**src/rtl/hack_screen_scanner.sv**
```systemverilog
// Hack screen reader: fetches screen RAM words in raster order and serializes
// them LSB-first into a 1-bit pixel stream with valid/ready handshake.
module hack_screen_scanner #(
  parameter int unsigned WORDS_PER_LINE = 32,
  parameter int unsigned LINES          = 256
) (
  input  logic        clk,
  input  logic        reset,
  input  logic        en,
  output logic        mem_rd,
  output logic [12:0] mem_addr,
  input  logic [15:0] mem_data,
  output logic        pix,
  output logic        pix_valid,
  input  logic        pix_ready,
  output logic        sol,
  output logic        sof,
  output logic        frame_done
);

  localparam int unsigned NWORDS = WORDS_PER_LINE * LINES;
  localparam int unsigned NCOLS  = WORDS_PER_LINE * 16;
  localparam int unsigned CW     = $clog2(NCOLS);
  localparam int unsigned RW     = (LINES > 1) ? $clog2(LINES) : 1;

  localparam logic [13:0]   W_END    = 14'(NWORDS);
  localparam logic [CW-1:0] COL_LAST = CW'(NCOLS - 1);
  localparam logic [RW-1:0] ROW_LAST = RW'(LINES - 1);

  localparam logic [0:0] S_IDLE = 1'b0;
  localparam logic [0:0] S_RUN  = 1'b1;

  logic [0:0]    r_state;
  logic [13:0]   r_word_idx;
  logic          r_pend;
  logic [15:0]   r_sr;
  logic [4:0]    r_sr_cnt;
  logic [15:0]   r_buf;
  logic          r_buf_full;
  logic [CW-1:0] r_col;
  logic [RW-1:0] r_row;
  logic          r_frame_done;

  logic w_rd;
  logic w_xfer;
  logic w_sr_last;
  logic w_last_pix;

  assign pix_valid  = (r_sr_cnt != '0);
  assign pix        = r_sr[0];
  assign sol        = pix_valid && (r_col == '0);
  assign sof        = sol && (r_row == '0);
  assign frame_done = r_frame_done;

  // r_pend marks the cycle after the strobe, when data is due on the next edge
  assign w_rd       = (r_state == S_RUN) && (r_word_idx != W_END) && !r_pend &&
                      (!pix_valid || !r_buf_full);
  assign mem_rd     = w_rd;
  assign mem_addr   = w_rd ? r_word_idx[12:0] : '0;

  assign w_xfer     = pix_valid && pix_ready;
  assign w_sr_last  = (r_sr_cnt == 5'd1);
  assign w_last_pix = (r_col == COL_LAST) && (r_row == ROW_LAST);

  always_ff @(posedge clk or posedge reset) begin
    if (reset) begin
      r_state      <= S_IDLE;
      r_word_idx   <= '0;
      r_pend       <= 1'b0;
      r_frame_done <= 1'b0;
    end else begin
      r_pend       <= w_rd;
      r_frame_done <= w_xfer && w_last_pix;
      case (r_state)
        S_IDLE: begin
          if (en) begin
            r_state    <= S_RUN;
            r_word_idx <= '0;
          end
        end
        default: begin
          if (w_xfer && w_last_pix) begin
            if (en) r_word_idx <= '0;
            else    r_state    <= S_IDLE;
          end else if (w_rd) begin
            r_word_idx <= r_word_idx + 14'd1;
          end
        end
      endcase
    end
  end

  always_ff @(posedge clk or posedge reset) begin
    if (reset) begin
      r_col <= '0;
      r_row <= '0;
    end else if (w_xfer) begin
      if (r_col == COL_LAST) begin
        r_col <= '0;
        r_row <= (r_row == ROW_LAST) ? '0 : r_row + RW'(1);
      end else begin
        r_col <= r_col + CW'(1);
      end
    end
  end

  // On the last-bit transfer the buffer reloads the shifter and any returning
  // word refills the buffer in the same edge, keeping the stream gapless.
  always_ff @(posedge clk or posedge reset) begin
    if (reset) begin
      r_sr       <= '0;
      r_sr_cnt   <= '0;
      r_buf      <= '0;
      r_buf_full <= 1'b0;
    end else if (w_xfer && w_sr_last) begin
      if (r_buf_full) begin
        r_sr       <= r_buf;
        r_sr_cnt   <= 5'd16;
        r_buf_full <= r_pend;
        if (r_pend) r_buf <= mem_data;
      end else if (r_pend) begin
        r_sr     <= mem_data;
        r_sr_cnt <= 5'd16;
      end else begin
        r_sr     <= r_sr >> 1;
        r_sr_cnt <= '0;
      end
    end else begin
      if (w_xfer) begin
        r_sr     <= r_sr >> 1;
        r_sr_cnt <= r_sr_cnt - 5'd1;
      end
      if (r_pend) begin
        if (!pix_valid) begin
          r_sr     <= mem_data;
          r_sr_cnt <= 5'd16;
        end else begin
          r_buf      <= mem_data;
          r_buf_full <= 1'b1;
        end
      end
    end
  end

endmodule

```
**config.mk**
```make
export PLATFORM = sky130hd
export DESIGN_NAME = hack_screen_scanner
export DESIGN_NICKNAME = d
export VERILOG_FILES = /design/src/rtl/hack_screen_scanner.sv
export SDC_FILE = /design/constraint.sdc
export NUM_CORES = 1
export LEC_CHECK = 0
export CORE_MARGIN = 1.5
export CORE_UTILIZATION = 62
export CTS_BUF_LIST = sky130_fd_sc_hd__clkbuf_16
export CTS_CLUSTER_SIZE = 40
export DETAILED_ROUTE_END_ITERATION = 6
export PLACE_DENSITY = 0.85
export SYNTH_ARGS = -nofsm -noshare
export SYNTH_HDL_FRONTEND = slang
export SYNTH_SLANG_ARGS = --single-unit
export TNS_END_PERCENT = 5
```
**constraint.sdc**
```tcl
create_clock -name clk -period 5.2 [get_ports clk]
set_clock_uncertainty 0.05 [all_clocks]
set_input_delay 0.78 -clock clk [delete_from_list [all_inputs] [get_ports clk]]
set_output_delay 0.78 -clock clk [all_outputs]
set_load 0.02 [all_outputs]
```
Word-level counts from Yosys, hierarchy flattened
Cells that the tools add are included.

operators by class
  $add $sub $neg = 4
  multiplexer cells = 31
  equality and inequality tests = 7
  reduce and logical (&&, ||, !) cells = 21

operator list
  cell                     count
  $mux W16                 11
  $mux W14                 4
  $mux W5                  6
  $add A14 B1 Y14 const B  1
  $ne A14 B14 Y1 const B   1
  $mux W13                 1
  $add A9 B1 Y9 const B    1
  $eq A9 B9 Y1 const B     1
  $logic_and A1 B1 Y1      9
  $logic_not A9 Y1         1
  $mux W9                  1
  $add A8 B1 Y8 const B    1
  $eq A8 B8 Y1 const B     1
  $logic_not A8 Y1         1
  $mux W8                  1
  $mux W1                  7
  $eq A5 B1 Y1 const B     1
  $reduce_bool A5 Y1       1
  $sub A5 B1 Y5 const B    1
  $ne A2 B2 Y1 const B     2
  $reduce_and A2 Y1        2
  $reduce_and A4 Y1        1
  $reduce_bool A2 Y1       2
  $logic_not A1 Y1         3
  other kinds (2)          2

storage, ports and cells
  logic and storage cells = 73
  register bits after elaboration = 72
  input port bits = 20
  output and inout bits = 19

Longest topological paths before layout
Gate-level depths: netlist (run 1).

  depth in word-level cells = 7
  depth in mapped cells = 11
  depth with buffers taken out = 10

Worst setup path after synthesis (run 1)
Ideal clock, no wire load.

  path type = register -> output
  from = reg r_sr_cnt[0]
  to = out mem_addr[10]
  stages on the path, launching flop included = 9
  slack = 2.520 ns
  path buffers = 2
  data required time = 4.370 ns
  data arrival time = 1.850 ns
  cells stage by stage = dfrtp_1 -> inv_1 -> ha_1 -> nor4b_4 -> buf_4 -> inv_2 -> a21oi_4 -> clkbuf_1 -> and3_1

between the ends
  word-level cells in the longest chain between the ends = 5

ends and longest elaborated chain
  element                   RTL line  source
  start: declaration        37        logic [4:0] r_sr_cnt;
  start signal: assignment  131       r_sr_cnt <= r_sr_cnt - 5'd1;
  $reduce_bool A5 Y1        49        assign pix_valid = (r_sr_cnt != '0);
  named net pix_valid       14        output logic pix_valid,
  $logic_not A1 Y1          n/a
  $logic_or A1 B1 Y1        57        (!pix_valid || !r_buf_full);
  $logic_and A1 B1 Y1       56        assign w_rd = (r_state == S_RUN) && (r_word_idx != W_END) && !r_pend &&
  $mux W13                  59        assign mem_addr = w_rd ? r_word_idx[12:0] : '0;
  end: declaration          11        output logic [12:0] mem_addr,

The timed path passes the listed nets, and every way through them passes these cells.

Worst setup path after layout (run 1)
  from = reg r_sr_cnt[0]
  to = out mem_rd

between the ends
  word-level cells in the longest chain between the ends = 4

ends and longest elaborated chain
  element              RTL line  source
  $reduce_bool A5 Y1   49
  $logic_not A1 Y1     n/a
  $logic_or A1 B1 Y1   57
  $logic_and A1 B1 Y1  56
  end: declaration     10        output logic mem_rd,

Every way passes these cells.

==> metrics, run 1 <==
number of global-route vias before repair between 3k and 4k; Via density ~6.2; hold slack 0.442 ns; crit-path cells inv_1, ha_1, nor4b_4, inv_2, a21oi_4, nand2_1, inv_1, clkdlybuf4s50_1; Net Count, Synth approximately 460; Reg2Reg Setup Slack roughly 2.1 ns; met1 WL just under 4000 microns; clock root cell clkbuf_16; post-route minimum period approximately 4 ns; CTS resizes 0; DR pass1 iterations 4; Hold EP r_row[6]; final setup vio count 0; Core ar. ~6400 sq um; final hold viol count 0; critical path's slowest cell clkdlybuf4s50_1; Crit path depth 8; port bufs 38; Startpoint Class flip-flop; Worst-Margin Slew between 1 and 1.5 ns; Critical Path Most Common Cell inv_1; largest net degree at the start of global routing just over 40; R2R Path Start r_col[1]; RSZ-0062 raised after global routing false; first-pass GRT wire length between 15000 and 20000 microns; leak pwr around 2.1 nW; Max VDD drop 276 uV; ys flop type dfrtp_1; Hold Path Depth 1; post-CTS setup buffer count 0; sequential cell area about 1800 sq um; Async SR Flop Fraction 100%; period utilisation layout 77.0%; H-tree levels 3; Worst-path clk slew ~0.060 ns; Die H 84.4 microns; setup TNS 0 ns; DP Wirelength about 5900 microns; Yosys cell types 55; power after layout about 0.0022 W; Longest Clk Path Bufs 2; Fmax achieved between 200 and 250 MHz; HP Class reg2reg; Starting Density ~64%; Syn Area/Cell approximately 9.6 sq um; clock buffer count from CTS 9; Post-synth EDFFs 0; Final ANT Viol Nets 0; hold_buf cts 0; placed cell area ~4500 sq um; critical path class reg2out; die area just over 7000 sq um; Seq/Total Area, Yosys roughly 44%; CP delay by family, top buffers and inverters; met2 WL roughly 4400 microns; max-slew violations 0; DRC Markers 0; area grow syn2layout 16.3%; CP max stage delay approximately 0.65 ns; per-cell routed wire length 16.5 microns; Crit. End Element output pin; drt total wl about 8800 microns; Via Count roughly 3.3k; synthesized instance count ~430; worst path bufs/invs 4; die width approximately 84 microns; initial antenna violation count 0; total grt overflow 0; Diodes inserted 0; outcome finished, final reports clean; row count 29; Slew HR between 10% and 20%; Reg2Reg Capture Point r_word_idx[13]; I/O Pins 39; CTS sink count around 70; PD cells roughly 460 nW/um^2; register bit count reported by yosys about 70; global-route usage over all layers roughly a quarter; Skew-Pair Late Insertion Delay about 0.33 ns; initial drt markers ~260; Final nets 484; Data arrival, critical path around 3.2 ns; CP Data Required Time 4.37 ns; Final Instance Area about 4800 sq um; fill count 471; Multi-input gate area ~2100 sq um; peak fanout along the critical path 14; Yosys Warn Count 0; CTS tree done; share of cells above drive strength 1 between 10 and 15%; met3 WL post-DR approximately 370 microns; # Max-Cap Violations 0; min-delay src r_row[6]; Post-Syn Area ~4000 sq um; GP Congestion 0.866; R2R cell count 10; Util after Layout 74.9%; DR top layer met4
## worst max-delay path by stage
stage | from | end | slack, ns
after floorplan | r_sr_cnt[0] | mem_addr[10] | 2.52
after global placement | pix_ready | r_buf[8] | 1.71
after detailed placement | r_sr_cnt[0] | mem_rd | 1.56
after CTS | r_sr_cnt[0] | mem_rd | 1.20
after global routing | r_sr_cnt[1] | mem_rd | 0.99
final | r_sr_cnt[0] | mem_rd | 1.20
## logic make-up (layout without fill, tap and decap cells)
| family | after synthesis | count (layout) | share of synthesized area, % |
|---|---|---|---|
| xor+xnor | 12 | 12 | 2.56 |
| fa+ha+maj | 10 | 10 | 3.04 |
| flops | 72 | 72 | 43.8 |
| buf+inv | 41 | 72 | 4.14 |
| mux | 49 | 49 | 12.5 |
| simple gates | 154 | 154 | 19.0 |
| compound gates | 90 | 90 | 15.0 |
## worst reg2reg max path, cell delays in order (launching register included)
cell,delay (ns)
dfrtp_1,0.37
ha_1,0.22
nand2_1,0.07
nor2_1,0.12
and3_1,0.17
ha_1,0.25
nand2_1,0.15
o41ai_2,0.77
nand2_2,0.30
mux2_2,0.34
a21o_1,0.18
## Yosys cell counts, types with 2 or more instances
cell	n	area share (%)
xnor2_1	7	1.5
nor2_1	56	5.1
xor2_1	5	1.1
o22a_1	4	0.85
mux2i_1	31	7.5
a211o_1	14	3.0
inv_1	15	1.4
o21ai_0	27	3.3
nor4b_1	6	1.3
a21oi_1	20	2.4
buf_2	4	0.49
or3_1	3	0.46
o31ai_1	3	0.55
clkbuf_1	17	1.6
mux2_2	18	4.9
nand3_1	12	1.5
buf_4	3	0.55
dfrtp_1	72	44
nand3_2	2	0.49
and3_1	15	2.3
ha_1	10	3.0
nor3_1	7	0.85
nand2_1	29	2.6
nand3b_1	2	0.36
nor4_1	2	0.30
nand4_1	8	1.2
a41oi_1	2	0.43
a211oi_1	2	0.36
o211ai_1	3	0.55
o41ai_1	2	0.43
and2_1	3	0.46
## power breakdown
group | internal (W) | switching [W] | leakage, nW | total, W
clock network | 0.000367 | 0.000230 | 0.152 | 0.000598
registers | 0.000740 | 0.000211 | 0.890 | 0.000951
logic | 0.000349 | 0.000323 | 1.08 | 0.000672
total | 0.00146 | 0.000764 | 2.13 | 0.00222
## metrics by stage
stage                     worst slack (ns)  instances
final                                 1.20        536
after global routing                 0.989        536
after CTS                             1.20        536
after detailed placement              1.56        520
after global placement                1.71        520
after floorplan                       2.52        428
## flip-flops by register name, summed over array words and instances, names as in the netlist, 5 cells and up
name        flops
r_buf          16
r_sr_cnt        5
r_sr           16
r_word_idx     14
r_row           8
r_col           9
## routing by layer
| metal | track usage (%) | vias to the layer above |
|---|---|---|
| li1 | - | 1597 |
| met1 | 35.7 | 1633 |
| met2 | 43.1 | 86 |
| met3 | 4.62 | 14 |
| met5 | 0 | - |
| met4 | 9.38 | 0 |
## area by class of cell
| type | instances | share of cell area, % |
|---|---|---|
| Inverter | 16 | 1.26 |
| Clock inverter | 7 | 1.36 |
| Multi-Input combinational cell | 315 | 44.7 |
| Clock buffer | 9 | 4.71 |
| Tap cell | 77 | 2.01 |
| Timing Repair Buffer | 40 | 8.26 |
| Sequential cell | 72 | 37.7 |
## cells in the final DEF, fill, tap and decap left out, types with 4 or more instances in the layout
cell type	n
a21oi_1	20
and3_1	15
o22a_1	4
dfrtp_1	72
xor2_1	5
a211o_1	14
nand3_1	12
nor4b_1	6
mux2_2	18
clkbuf_16	9
ha_1	10
nor3_1	7
nand2_1	29
nor2_1	56
inv_1	16
mux2i_1	31
xnor2_1	7
nand4_1	8
clkdlybuf4s50_1	38
o21ai_0	27
Power figures use the tool's default switching activity.
==> inputs of run 2 (changes only) <==
Settings changed: CORE_UTILIZATION 62 to 52, PLACE_DENSITY 0.85 to 0.76.
Clock period 5.2 ns to 3.4 ns, I/O delays scaled along.
==> run 2 against run 1 <==
- first-iteration DRC count decreased by 6.3%
- clock power increased by 79%
- power increased by 61%
- cell count increased by 6.5%
- register-to-register slack got worse by 1.6 ns
- via count increased by 0.81%
- design area increased by 3.5%
- global-route usage decreased by 2.8 points
- critical endpoint is now mem_addr[7]
==> metrics, run 2 (synthesis results as in run 1) <==
H-tree levels 3; Final ANT Viol Nets 0; CTS tree done; R2R cell count 10; die width around 92 microns; RSZ-0062 raised after global routing false; share of cells above drive strength 1 11.9%; min-delay src r_buf[12]; # Max-Cap Violations 0; commonest non-fill, non-tap cell in the layout dfrtp_1; CTS sink count 72; Top Registers r_buf x16, r_sr x16, r_word_idx x14; largest net degree at the start of global routing between 40 and 50; first-pass GRT wire length ~16000 microns; row count 32; final setup vio count 0; GR Util met3 approximately 4.4%; Die H about 92 microns; Via Count between 3k and 4k; per-cell routed wire length approximately 16 microns; Hold EP r_buf[12]; critical path's slowest cell clkdlybuf4s50_1; DR pass1 iterations 4; GP Congestion 0.876; Hold Path Depth 1; met1 Use GR between 30% and 40%; Data arrival, critical path 2.59 ns; crit-path cells inv_1, ha_1, nor4b_4, inv_2, a21oi_4, buf_4, and3_1, clkdlybuf4s50_1; setup TNS 0 ns; Worst-Margin Slew roughly 0.73 ns; DP Wirelength 5940 microns; leak pwr 2.20 nW; HP Class reg2reg; hold_buf cts 0; Fmax achieved 318 MHz; peak fanout along the critical path 9; CP max stage delay 0.62 ns; initial antenna violation count 0; Final nets just under 500; port bufs 38; DRC Markers 0; Max VDD drop about 410 uV; Starting Density a little over half; I/O Pins 39; critical path class reg2out; post-route minimum period 3.15 ns; global-route usage over all layers around a quarter; clock root cell clkbuf_16; Skew-Pair Late Insertion Delay 0.33 ns; Longest Clk Path Bufs 2; Reg2Reg Setup Slack about 0.53 ns; CP Data Required Time between 2 and 3 ns; Worst-path clk slew roughly 0.060 ns; final hold viol count 0; fill count 608; Util after Layout about 64%; Crit. End Element output pin; Reg2Reg Capture Point r_word_idx[13]; Startpoint Class flip-flop; commonest non-fill, non-tap cells in the layout 72 x dfrtp_1, 56 x nor2_1, 38 x clkdlybuf4s50_1; grt met2 use between 30% and 40%; Core ar. approximately 7700 sq um; period utilisation layout 92.5%; drt total wl approximately 9300 microns; outcome finished, final reports clean; PD cells 723 nW/um^2; max-slew violations 0; area grow syn2layout 20.4%; die area 8450 sq um; GR peak layer met2; number of global-route vias before repair 3348; initial drt markers 240; Diodes inserted 0; clock buffer count from CTS 9; R2R Path Start r_col[1]; Slew HR around 51%; total grt overflow 0; Via density around 6
==> run 2: cell count changes in the layout (fill, tap and decap cells not counted), sizes merged <==
cell	delta
clkinv	-1
buf	+10
inv	-1
bufinv	+2
==> run 2: worst max path at each step <==
stage               slack (ns)   startpoint             end
floorplan                 0.82     r_col[0]  r_word_idx[13]
global placement          0.54  r_sr_cnt[0]          mem_rd
detailed placement        0.47  r_sr_cnt[0]          mem_rd
CTS                       0.09  r_sr_cnt[0]          mem_rd
global route              0.09  r_sr_cnt[0]     mem_addr[7]
finish                    0.25  r_sr_cnt[0]     mem_addr[7]
==> run 2: power by group <==
part / internal, W / switching (W) / leakage [nW]
combinational: 0.000564 / 0.000566 / 1.14
sequential: 0.00113 / 0.000247 / 0.890
clock: 0.000711 / 0.000357 / 0.168
==> run 2: repair_timing <==
action                     CTS  global route
gates resized for setup      0             0
setup endpoints to repair    0             3
setup buffers                0             3
==> run 2: layout make-up <==
type / count / area, sq um / share of cell area (%)
sequential: 72 / 1800 / 36.4
tap: 102 / 128 / 2.58
timing repair buffer: 50 / 483 / 9.76
clock inverter: 7 / 111 / 2.25
multi-input combinational: 315 / 2140 / 43.3
inverter: 16 / 60.1 / 1.21
clock buffer: 9 / 225 / 4.55
==> run 2: per-stage QoR <==
step                      cells  hold WS (ns)  instance area, sq um  total power (W)  setup slack, ns
final                       571         0.456                  4950          0.00358            0.253
after detailed placement    552         0.445                  4590          0.00249            0.466
after CTS                   568         0.459                  4930          0.00357           0.0881
after floorplan             428         0.414                  4110          0.00219            0.821
after global routing        571         0.467                  4950          0.00380           0.0944
after global placement      552         0.437                  4590          0.00242            0.544
==> run 2: critical path, delay by kind of cell (launching register included) <==
family / cells / cell delay [ns]
flops: 1 / 0.42
simple gates: 2 / 0.42
fa+ha+maj: 1 / 0.18
buf+inv: 4 / 1.04
compound gates: 1 / 0.19
==> run 2: routing by layer <==
layer / share of wire [%] / up-vias
li1: - / 1621
met1: 46 / 1644
met2: 49 / 77
met3: 3.7 / 15
met4: 2.1 / 0
met5: 0 / -
